<file path="config.mk">
export PLATFORM = sky130hd
export DESIGN_NAME = tcam_lookup_ctrl
export DESIGN_NICKNAME = d
export VERILOG_FILES = /design/src/rtl/tcam_lookup_ctrl.sv
export SDC_FILE = /design/constraint.sdc
export NUM_CORES = 1
export LEC_CHECK = 0
export BUFFER_PORTS_ARGS = -buffer_cell sky130_fd_sc_hd__buf_2
export CAP_MARGIN = 5
export CORE_MARGIN = 2
export CORE_UTILIZATION = 50
export DETAILED_ROUTE_END_ITERATION = 16
export GPL_TIMING_DRIVEN = 0
export PLACE_DENSITY_LB_ADDON = 0.2
export REMOVE_ABC_BUFFERS = 1
export SETUP_SLACK_MARGIN = 0.2
export SKIP_LAST_GASP = 1
export SLEW_MARGIN = 20
export SYNTH_ARGS = -nofsm -noshare
export SYNTH_HDL_FRONTEND = slang
export SYNTH_SLANG_ARGS = --single-unit
</file>
<file path="constraint.sdc">
create_clock -name clk -period 3.25 [get_ports clk]
set_clock_uncertainty 0.1 [all_clocks]
set_input_delay 0.65 -clock clk [delete_from_list [all_inputs] [get_ports clk]]
set_output_delay 0.65 -clock clk [all_outputs]
set_load 0.01 [all_outputs]
</file>
<file path="src/rtl/tcam_lookup_ctrl.sv">
// Request-side controller for a 16-entry ternary CAM: init sweep, then
// serialised write/search requests with a held search response and hit/miss counters.
module tcam_lookup_ctrl #(
    parameter int                DATA_W     = 16,
    parameter int                ADDR_W     = 4,
    parameter int                SEARCH_LAT = 1,
    parameter logic [DATA_W-1:0] INIT_KEY   = 16'hFFFF,
    parameter int                CNT_W      = 8
) (
    input  logic              clk,
    input  logic              reset,
    input  logic              req_valid,
    output logic              req_ready,
    input  logic              req_write,
    input  logic [DATA_W-1:0] req_key,
    input  logic [DATA_W-1:0] req_mask,
    input  logic [ADDR_W-1:0] req_addr,
    output logic              rsp_valid,
    input  logic              rsp_ready,
    output logic              rsp_hit,
    output logic [ADDR_W-1:0] rsp_addr,
    output logic [CNT_W-1:0]  hit_cnt,
    output logic [CNT_W-1:0]  miss_cnt,
    output logic              init_done,
    output logic [DATA_W-1:0] tcam_data,
    output logic [DATA_W-1:0] tcam_dontcare,
    output logic [ADDR_W-1:0] tcam_write_address,
    output logic              tcam_write_readN,
    input  logic [ADDR_W-1:0] tcam_found_address,
    input  logic              tcam_found_any
);

    localparam int LAT_W = (SEARCH_LAT > 1) ? $clog2(SEARCH_LAT) : 1;
    localparam logic [LAT_W-1:0]  LAT_LOAD = LAT_W'(SEARCH_LAT - 1);
    localparam logic [ADDR_W:0]   N_ENT    = {1'b1, {ADDR_W{1'b0}}};

    typedef enum logic [2:0] {
        S_INIT,
        S_IDLE,
        S_WRITE,
        S_SEARCH,
        S_RESP
    } state_t;

    state_t              r_state,  w_state;
    logic [ADDR_W:0]     r_icnt,   w_icnt;
    logic [LAT_W-1:0]    r_lat,    w_lat;
    logic                r_req_ready, w_req_ready;
    logic                r_rsp_valid, w_rsp_valid;
    logic                r_rsp_hit,   w_rsp_hit;
    logic [ADDR_W-1:0]   r_rsp_addr,  w_rsp_addr;
    logic [CNT_W-1:0]    r_hit,    w_hit;
    logic [CNT_W-1:0]    r_miss,   w_miss;
    logic                r_init_done, w_init_done;
    logic [DATA_W-1:0]   r_data,   w_data;
    logic [DATA_W-1:0]   r_dc,     w_dc;
    logic [ADDR_W-1:0]   r_waddr,  w_waddr;
    logic                r_wr,     w_wr;

    always_ff @(posedge clk or posedge reset) begin
        if (reset) begin
            r_state     <= S_INIT;
            r_icnt      <= '0;
            r_lat       <= '0;
            r_req_ready <= 1'b0;
            r_rsp_valid <= 1'b0;
            r_rsp_hit   <= 1'b0;
            r_rsp_addr  <= '0;
            r_hit       <= '0;
            r_miss      <= '0;
            r_init_done <= 1'b0;
            r_data      <= '0;
            r_dc        <= '0;
            r_waddr     <= '0;
            r_wr        <= 1'b0;
        end else begin
            r_state     <= w_state;
            r_icnt      <= w_icnt;
            r_lat       <= w_lat;
            r_req_ready <= w_req_ready;
            r_rsp_valid <= w_rsp_valid;
            r_rsp_hit   <= w_rsp_hit;
            r_rsp_addr  <= w_rsp_addr;
            r_hit       <= w_hit;
            r_miss      <= w_miss;
            r_init_done <= w_init_done;
            r_data      <= w_data;
            r_dc        <= w_dc;
            r_waddr     <= w_waddr;
            r_wr        <= w_wr;
        end
    end

    // Every output is a register; this block computes their next values.
    always_comb begin
        w_state     = r_state;
        w_icnt      = r_icnt;
        w_lat       = r_lat;
        w_req_ready = r_req_ready;
        w_rsp_valid = r_rsp_valid;
        w_rsp_hit   = r_rsp_hit;
        w_rsp_addr  = r_rsp_addr;
        w_hit       = r_hit;
        w_miss      = r_miss;
        w_init_done = r_init_done;
        w_data      = r_data;
        w_dc        = r_dc;
        w_waddr     = r_waddr;
        w_wr        = 1'b0;
        unique case (r_state)
            S_INIT: begin
                if (r_icnt == N_ENT) begin
                    w_init_done = 1'b1;
                    w_req_ready = 1'b1;
                    w_state     = S_IDLE;
                end else begin
                    w_wr    = 1'b1;
                    w_data  = INIT_KEY;
                    w_dc    = '0;
                    w_waddr = r_icnt[ADDR_W-1:0];
                    w_icnt  = r_icnt + 1'b1;
                end
            end
            S_IDLE: begin
                if (req_valid && r_req_ready) begin
                    w_req_ready = 1'b0;
                    w_data      = req_key;
                    if (req_write) begin
                        w_dc    = req_mask;
                        w_waddr = req_addr;
                        w_wr    = 1'b1;
                        w_state = S_WRITE;
                    end else begin
                        w_dc    = '0;
                        w_lat   = LAT_LOAD;
                        w_state = S_SEARCH;
                    end
                end
            end
            S_WRITE: begin
                w_req_ready = 1'b1;
                w_state     = S_IDLE;
            end
            S_SEARCH: begin
                if (r_lat == '0) begin
                    w_rsp_valid = 1'b1;
                    w_rsp_hit   = tcam_found_any;
                    w_rsp_addr  = tcam_found_any ? tcam_found_address : '0;
                    if (tcam_found_any) begin
                        if (r_hit != '1) w_hit = r_hit + 1'b1;
                    end else begin
                        if (r_miss != '1) w_miss = r_miss + 1'b1;
                    end
                    w_state = S_RESP;
                end else begin
                    w_lat = r_lat - 1'b1;
                end
            end
            S_RESP: begin
                if (rsp_ready) begin
                    w_rsp_valid = 1'b0;
                    w_req_ready = 1'b1;
                    w_state     = S_IDLE;
                end
            end
            default: w_state = S_INIT;
        endcase
    end

    assign req_ready          = r_req_ready;
    assign rsp_valid          = r_rsp_valid;
    assign rsp_hit            = r_rsp_hit;
    assign rsp_addr           = r_rsp_addr;
    assign hit_cnt            = r_hit;
    assign miss_cnt           = r_miss;
    assign init_done          = r_init_done;
    assign tcam_data          = r_data;
    assign tcam_dontcare      = r_dc;
    assign tcam_write_address = r_waddr;
    assign tcam_write_readN   = r_wr;

endmodule

</file>
Word level (Yosys, flattened, before mapping)
Index checks and enable logic that the tools add are counted.
- reductions and logical operators: 17
- bitwise logic cells: 3
- add/sub/neg operators: 4
- mux-type cells: 33
- eq/ne operators: 14
- operators by type and width (kind ; count):
    $mux 16 ; 5
    $pmux 16 s2 ; 2
    $reduce_and 4->1 ; 5
    $add 8x1->8 const B ; 2
    $mux 4 ; 4
    $ne 8x8->1 const B ; 2
    $pmux 3 s5 ; 1
    $ne 2x2->1 const B ; 7
    $mux 1 ; 12
    $mux 3 ; 4
    $reduce_and 3->1 ; 3
    $pmux 4 s2 ; 1
    $eq 3x2->1 const B ; 2
    $pmux 1 s2 ; 3
    $reduce_and 2->1 ; 3
    $reduce_bool 2->1 ; 3
    $add 5x1->5 const B ; 1
    $eq 5x5->1 const B ; 1
    $pmux 1 s4 ; 1
    $reduce_bool 4->1 ; 1
    $eq 3x1->1 const B ; 1
    $eq 3x3->1 const B ; 1
    $logic_not 3->1 ; 1
    $not 1->1 ; 3
    2 further kinds ; 2
- logic and storage cells: 85
- output and inout port bits: 61
- input bits: 46
- bits in registers: 70

Logic depth before layout (Yosys ltp)
- word-level depth: 3
- mapped depth: 8
- mapped depth without buffers: 6

Worst setup path before layout
No wires, ideal clock.
- path kind: input to register
- from: input tcam_found_any
- to: register r_miss[6], in the netlist miss_cnt[6]
- stages: 4
- slack: 1.401 ns
- setup time: 0.128 ns
- data required time: 3.022 ns
- path buffers: 1
- arrival: 1.621 ns
- path through: buf_2 > or3b_4 > nor3_2 > mux2_1
- word-level cells in the longest chain between the ends: 2
- ends and longest elaborated chain (what ; line ; RTL):
    start: declaration ; 30 ; input logic tcam_found_any
    $not 1->1 (no source line) ; - ;
    $reduce_and 4->1 (no source line) ; - ;
    end signal: assignment ; 85 ; r_miss <= w_miss;
    end: declaration ; 53 ; logic [CNT_W-1:0] r_miss, w_miss;
No other way between the ends.
A chain may end at the register's enable or synchronous reset.

Worst setup path in the final report
- from: register r_state[0]
- to: register r_waddr[2], in the netlist tcam_write_address[2]
- word-level cells in the longest chain between the ends: 3
- elaborated cells on any way between the ends: 8
- those cells by class: 4 x eq/ne; 1 x mux; 3 x reduce/logical
- ends and longest elaborated chain (what ; line ; RTL):
    start: declaration ; 45 ; state_t r_state, w_state;
    start signal: assignment ; 77 ; r_state <= w_state;
    $eq 3x1->1 or $logic_not 3->1 (tied branches) ; 110 ; unique case (r_state)
    $ne 2x2->1 (no source line) or $reduce_bool 2->1 (tied branches) ; - ;
    $reduce_and 4->1 (no source line) ; - ;
    end signal: assignment ; 89 ; r_waddr <= w_waddr;
    end: declaration ; 57 ; logic [ADDR_W-1:0] r_waddr, w_waddr;
Parallel ways exist; a longest one is shown, timed or not.

==> run summary <==
The run finished with clean final reports. OpenSTA, run right after detailed placement, puts the worst setup slack at about 0.48 ns. In this run the cell area measured after placement is 3771 sq um. The post-route minimum period is roughly 2.8 ns.

Synthesis produced a netlist whose cell count is 328. The met1 global-route usage came out at 0.2596. After floorplanning, the core was divided into 29 placement rows. The number of cells after detailed placement is 494. Port buffering added around 110 buffers. Summed over all nets, the half-perimeter wirelength after detailed placement is 4.604 mm. In the final timing run, aggregate negative setup slack is 0 ns.

The post-synthesis share of cell area spent on full adders, half adders and majority gates came out at 0.01559. The routing layer with the top usage in global route is met2. Of the synthesized area, sequential elements account for 0.5378. The post-CTS setup repair buffer count is 0. The smallest setup slack after layout is ~0.46 ns. The number of clock buffers inserted by TritonCTS came out at 9. The average wire length per cell after detail routing is 13.22 microns. The final hold violation count came out at 0. The synthesized flop and latch total is 69. Measured against its own limit, the worst slew margin works out to 0.3780. The violation count after the first detailed-route iteration came out at 141. For met2 alone, demand over resource in global routing was 0.3182. The number of sinks on the clock net came out at 69.

The dominant cell type by area after synthesis is sky130_fd_sc_hd__dfrtp_1. After detailed routing, the number of vias per cell comes to roughly 5.3. The number of cells upsized or downsized after cts is 0. The critical path class is flop to flop.

From left edge to right edge, the die measures 84.13 microns. The xor-xnor portion of the synthesized cell area came out at 0.03274. The final instance count without filler cells came out at 510.

The post-synthesis compound-gate area fraction is 0.1633. The height of the die came out at 84.13 microns. The synthesis-to-layout area growth is 25.18%. The max-slew violation count was 0. The number of flops mapped to enable cells by yosys came out at 0. CTS placed an instance of sky130_fd_sc_hd__clkbuf_8 at the clock tree root. In the final layout, the share of cells above drive strength 1 is 0.3141. The floorplan step defined a die boundary enclosing 7078 sq um. The stage delay of the slowest cell on the critical path is 0.95 ns. The required time reported for the critical path endpoint came out at 3.37 ns.

The number of filler instances in the final layout is 546. Yosys printed 0 warnings. The maximum vdd ir drop came out at roughly 0.00042 V. Setup repair after global routing left no endpoint under its margin.

The overall overflow remaining after global route came out at 0. The final routed wirelength across all metal layers is 6.744 mm. The initial core utilization is 0.5115.

The critical path data arrival time came out at 2.91 ns. The multiplexer area fraction after synthesis came out at 0.03429. The average cell area after synthesis came out at approximately 9.8 sq um. The post-synthesis simple-gate area fraction came out at 0.1711. In this run the number of cells on the critical path is 4. The leakage power figure is 1.920 nW.

The insertion delay of the later-clocked pin in the worst-skew pair is 0.34 ns. Counting both buffers and inverters, the worst setup path holds a total of 0. In this run the worst hold path is classified as primary input to async pin.

At the pin with the least slew margin, the transition time is 0.9330 ns. The maximum clock insertion buffer count came out at 2. The detailed-routing iteration count for the pre-antenna-repair pass came out at 4. The final net count came out at 478. After synthesis, the share of flip-flops with an asynchronous set or reset is 1.000. The distinct cell type count of the synthesized netlist is 43. STA classifies the critical path startpoint as a flop. The depth of the worst register-to-register path is 4. In the post-synthesis netlist, the cell with the most instances is sky130_fd_sc_hd__dfrtp_1. The repair_antennas step left the layout with diodes totalling 0. By area the synthesized netlist is led by sky130_fd_sc_hd__dfrtp_1, sky130_fd_sc_hd__nand2_1, sky130_fd_sc_hd__a21oi_1.

The final design instance area without fill is 4019 sq um. The remaining antenna violation count after routing is 0. After synthesis, the largest family of logic cells by area is simple AND/OR/NAND/NOR gates.

The maximum fanout along the worst path is 36. The count of final setup violators is 0. Dividing the final minimum period by the clock period gives 0.8589. TritonCTS built the clock tree.

The placer's final routability congestion estimate came out at 0.7602. The fraction of met3 tracks used by global routing came out at 0.05801. The worst setup path is captured at a flop. For this run, the leading register cell type out of synthesis is sky130_fd_sc_hd__dfrtp_1. The count of hold-fix buffers inserted at cts is 0. The power per cell area came out at 634.5 nW/um^2. The number of remaining DRC errors came out at 0.

The share of Yosys cell area claimed by the top area cell type came out at 0.5378. Ranked by instance count, the synthesized netlist is headed by sky130_fd_sc_hd__dfrtp_1, sky130_fd_sc_hd__nand2_1, sky130_fd_sc_hd__a21oi_1. The total number of vias came out at 2694. The first-pass GRT wire length came out at 11.39 mm.

The cell with the most instances on the worst path is sky130_fd_sc_hd__o21ai_1. In this run the standard cell core region covers 6277 sq um. The initial antenna violation count is 0. The achievable clock frequency is about 0.36 GHz. The area of the mapped netlist is 3211 sq um. The number of global-route vias before repair came out at between 2k and 2.5k. The number of H-tree levels is 3.

The clock-pin slew on the worst setup and hold paths is 0.08 ns. Entering global routing, the biggest net connects 46 pins. The cell family with the largest share of critical-path delay is flip-flops. Walking the worst path, the cells encountered are and3_1, a22oi_4, o21ai_1, o21ai_1. The number of top-level pins came out at 107.

The total track usage came out at 0.1968. The tool flagged a number of max-cap violations equal to 0. The slowest stage of the critical path is the sky130_fd_sc_hd__dfrtp_1 cell.
## where the power goes
part / total [mW] / internal, mW / switching, mW
registers: 1.17 / 1.04 / 0.131
logic: 0.527 / 0.255 / 0.271
clock network: 0.850 / 0.529 / 0.321
total: 2.55 / 1.83 / 0.723
## stage by stage
| step | util | power [mW] | hold slack, ns |
|---|---|---|---|
| 3_3_place_gp | 0.5960 | 1.702 | 0.3474 |
| 2_1_floorplan | - | 1.471 | 0.3455 |
| 5_1_grt | 0.6402 | 2.697 | 0.1903 |
| 6_report | 0.6402 | 2.550 | 0.1814 |
| 4_1_cts | 0.6402 | 2.581 | 0.1754 |
| 3_5_place_dp | 0.6008 | 1.725 | 0.3646 |
## placed cells by master (no fill, tap or decap), types with 2 or more instances in the layout
| master | Yosys | final |
|---|---|---|
| sky130_fd_sc_hd__ha_1 | 4 | 4 |
| sky130_fd_sc_hd__clkinvlp_4 | 0 | 2 |
| sky130_fd_sc_hd__mux2i_1 | 2 | 2 |
| sky130_fd_sc_hd__nor2b_1 | 2 | 2 |
| sky130_fd_sc_hd__bufinv_16 | 0 | 3 |
| sky130_fd_sc_hd__mux2_1 | 8 | 8 |
| sky130_fd_sc_hd__nor2_1 | 25 | 25 |
| sky130_fd_sc_hd__nand2_1 | 48 | 48 |
| sky130_fd_sc_hd__nand2b_1 | 5 | 5 |
| sky130_fd_sc_hd__nand3_1 | 9 | 9 |
| sky130_fd_sc_hd__clkbuf_8 | 0 | 10 |
| sky130_fd_sc_hd__nor3_2 | 3 | 3 |
| sky130_fd_sc_hd__dfrtp_1 | 69 | 69 |
| sky130_fd_sc_hd__buf_2 | 11 | 106 |
| sky130_fd_sc_hd__xor2_1 | 5 | 5 |
| sky130_fd_sc_hd__xnor2_1 | 7 | 7 |
| sky130_fd_sc_hd__inv_1 | 12 | 11 |
| sky130_fd_sc_hd__and3_1 | 4 | 4 |
| sky130_fd_sc_hd__o22ai_1 | 17 | 17 |
| sky130_fd_sc_hd__o21ai_0 | 5 | 5 |
| sky130_fd_sc_hd__a21oi_1 | 29 | 29 |
| sky130_fd_sc_hd__o21ai_1 | 27 | 27 |
| sky130_fd_sc_hd__nor3_1 | 2 | 2 |
| sky130_fd_sc_hd__a31oi_1 | 4 | 4 |
| sky130_fd_sc_hd__nand4_1 | 5 | 5 |
## per-layer routing
layer	wire (microns)	up-vias	share of wire
met5	0	-	0
met4	59	0	0.0087
met3	330	6	0.049
met2	3282	57	0.49
met1	3071	1281	0.46
li1	-	1350	-
## worst register-to-register path: stages, from the launching register on
cell,delay (ns)
sky130_fd_sc_hd__dfrtp_1,0.95
sky130_fd_sc_hd__and3_1,0.83
sky130_fd_sc_hd__a22oi_4,0.46
sky130_fd_sc_hd__o21ai_1,0.26
sky130_fd_sc_hd__o21ai_1,0.08
## cell families after synthesis
| kind of cell | after synthesis |
|---|---|
| and+or+nand+nor | 111 |
| AOI/OAI and AO/OA | 91 |
| DFF | 69 |
| adders and majority gates | 4 |
| xor gates and xnor gates | 12 |
| muxes | 10 |
| buffers and inverters | 31 |
## state kept, by name, indices dropped and copies added, names as in the netlist
name and cells:
hit_cnt 8, rsp_addr 4, tcam_write_readN 1, tcam_data 16
init_done 1, req_ready 1, r_icnt 5, miss_cnt 8
tcam_write_address 4, rsp_valid 1, tcam_dontcare 16, rsp_hit 1
r_state 3
## final cells by class
cell class	count	area [sq um]	share of cell area
clock inverters	6	110.1	0.02740
multi-input cells	228	1339	0.3331
flip-flops and latches	69	1727	0.4296
well taps	77	96.34	0.02397
clock buffers	10	137.6	0.03425
repair buffers	107	558.0	0.1389
inverters	13	51.30	0.01276
## worst paths after layout
check / slack, ns / startpoint / endpoint
worst max-delay path: 0.46 / r_state[0] / tcam_write_address[2]
worst min-delay path: 0.18 / reset / tcam_data[6]
worst max register to register: 0.46 / r_state[0] / tcam_write_address[2]
worst min register to register: 0.38 / rsp_addr[2] / rsp_addr[2]
max in group asynchronous: 2.33 / reset / rsp_addr[0]
min in group clk: 0.38 / rsp_addr[2] / rsp_addr[2]
Power figures use the tool's default switching activity.
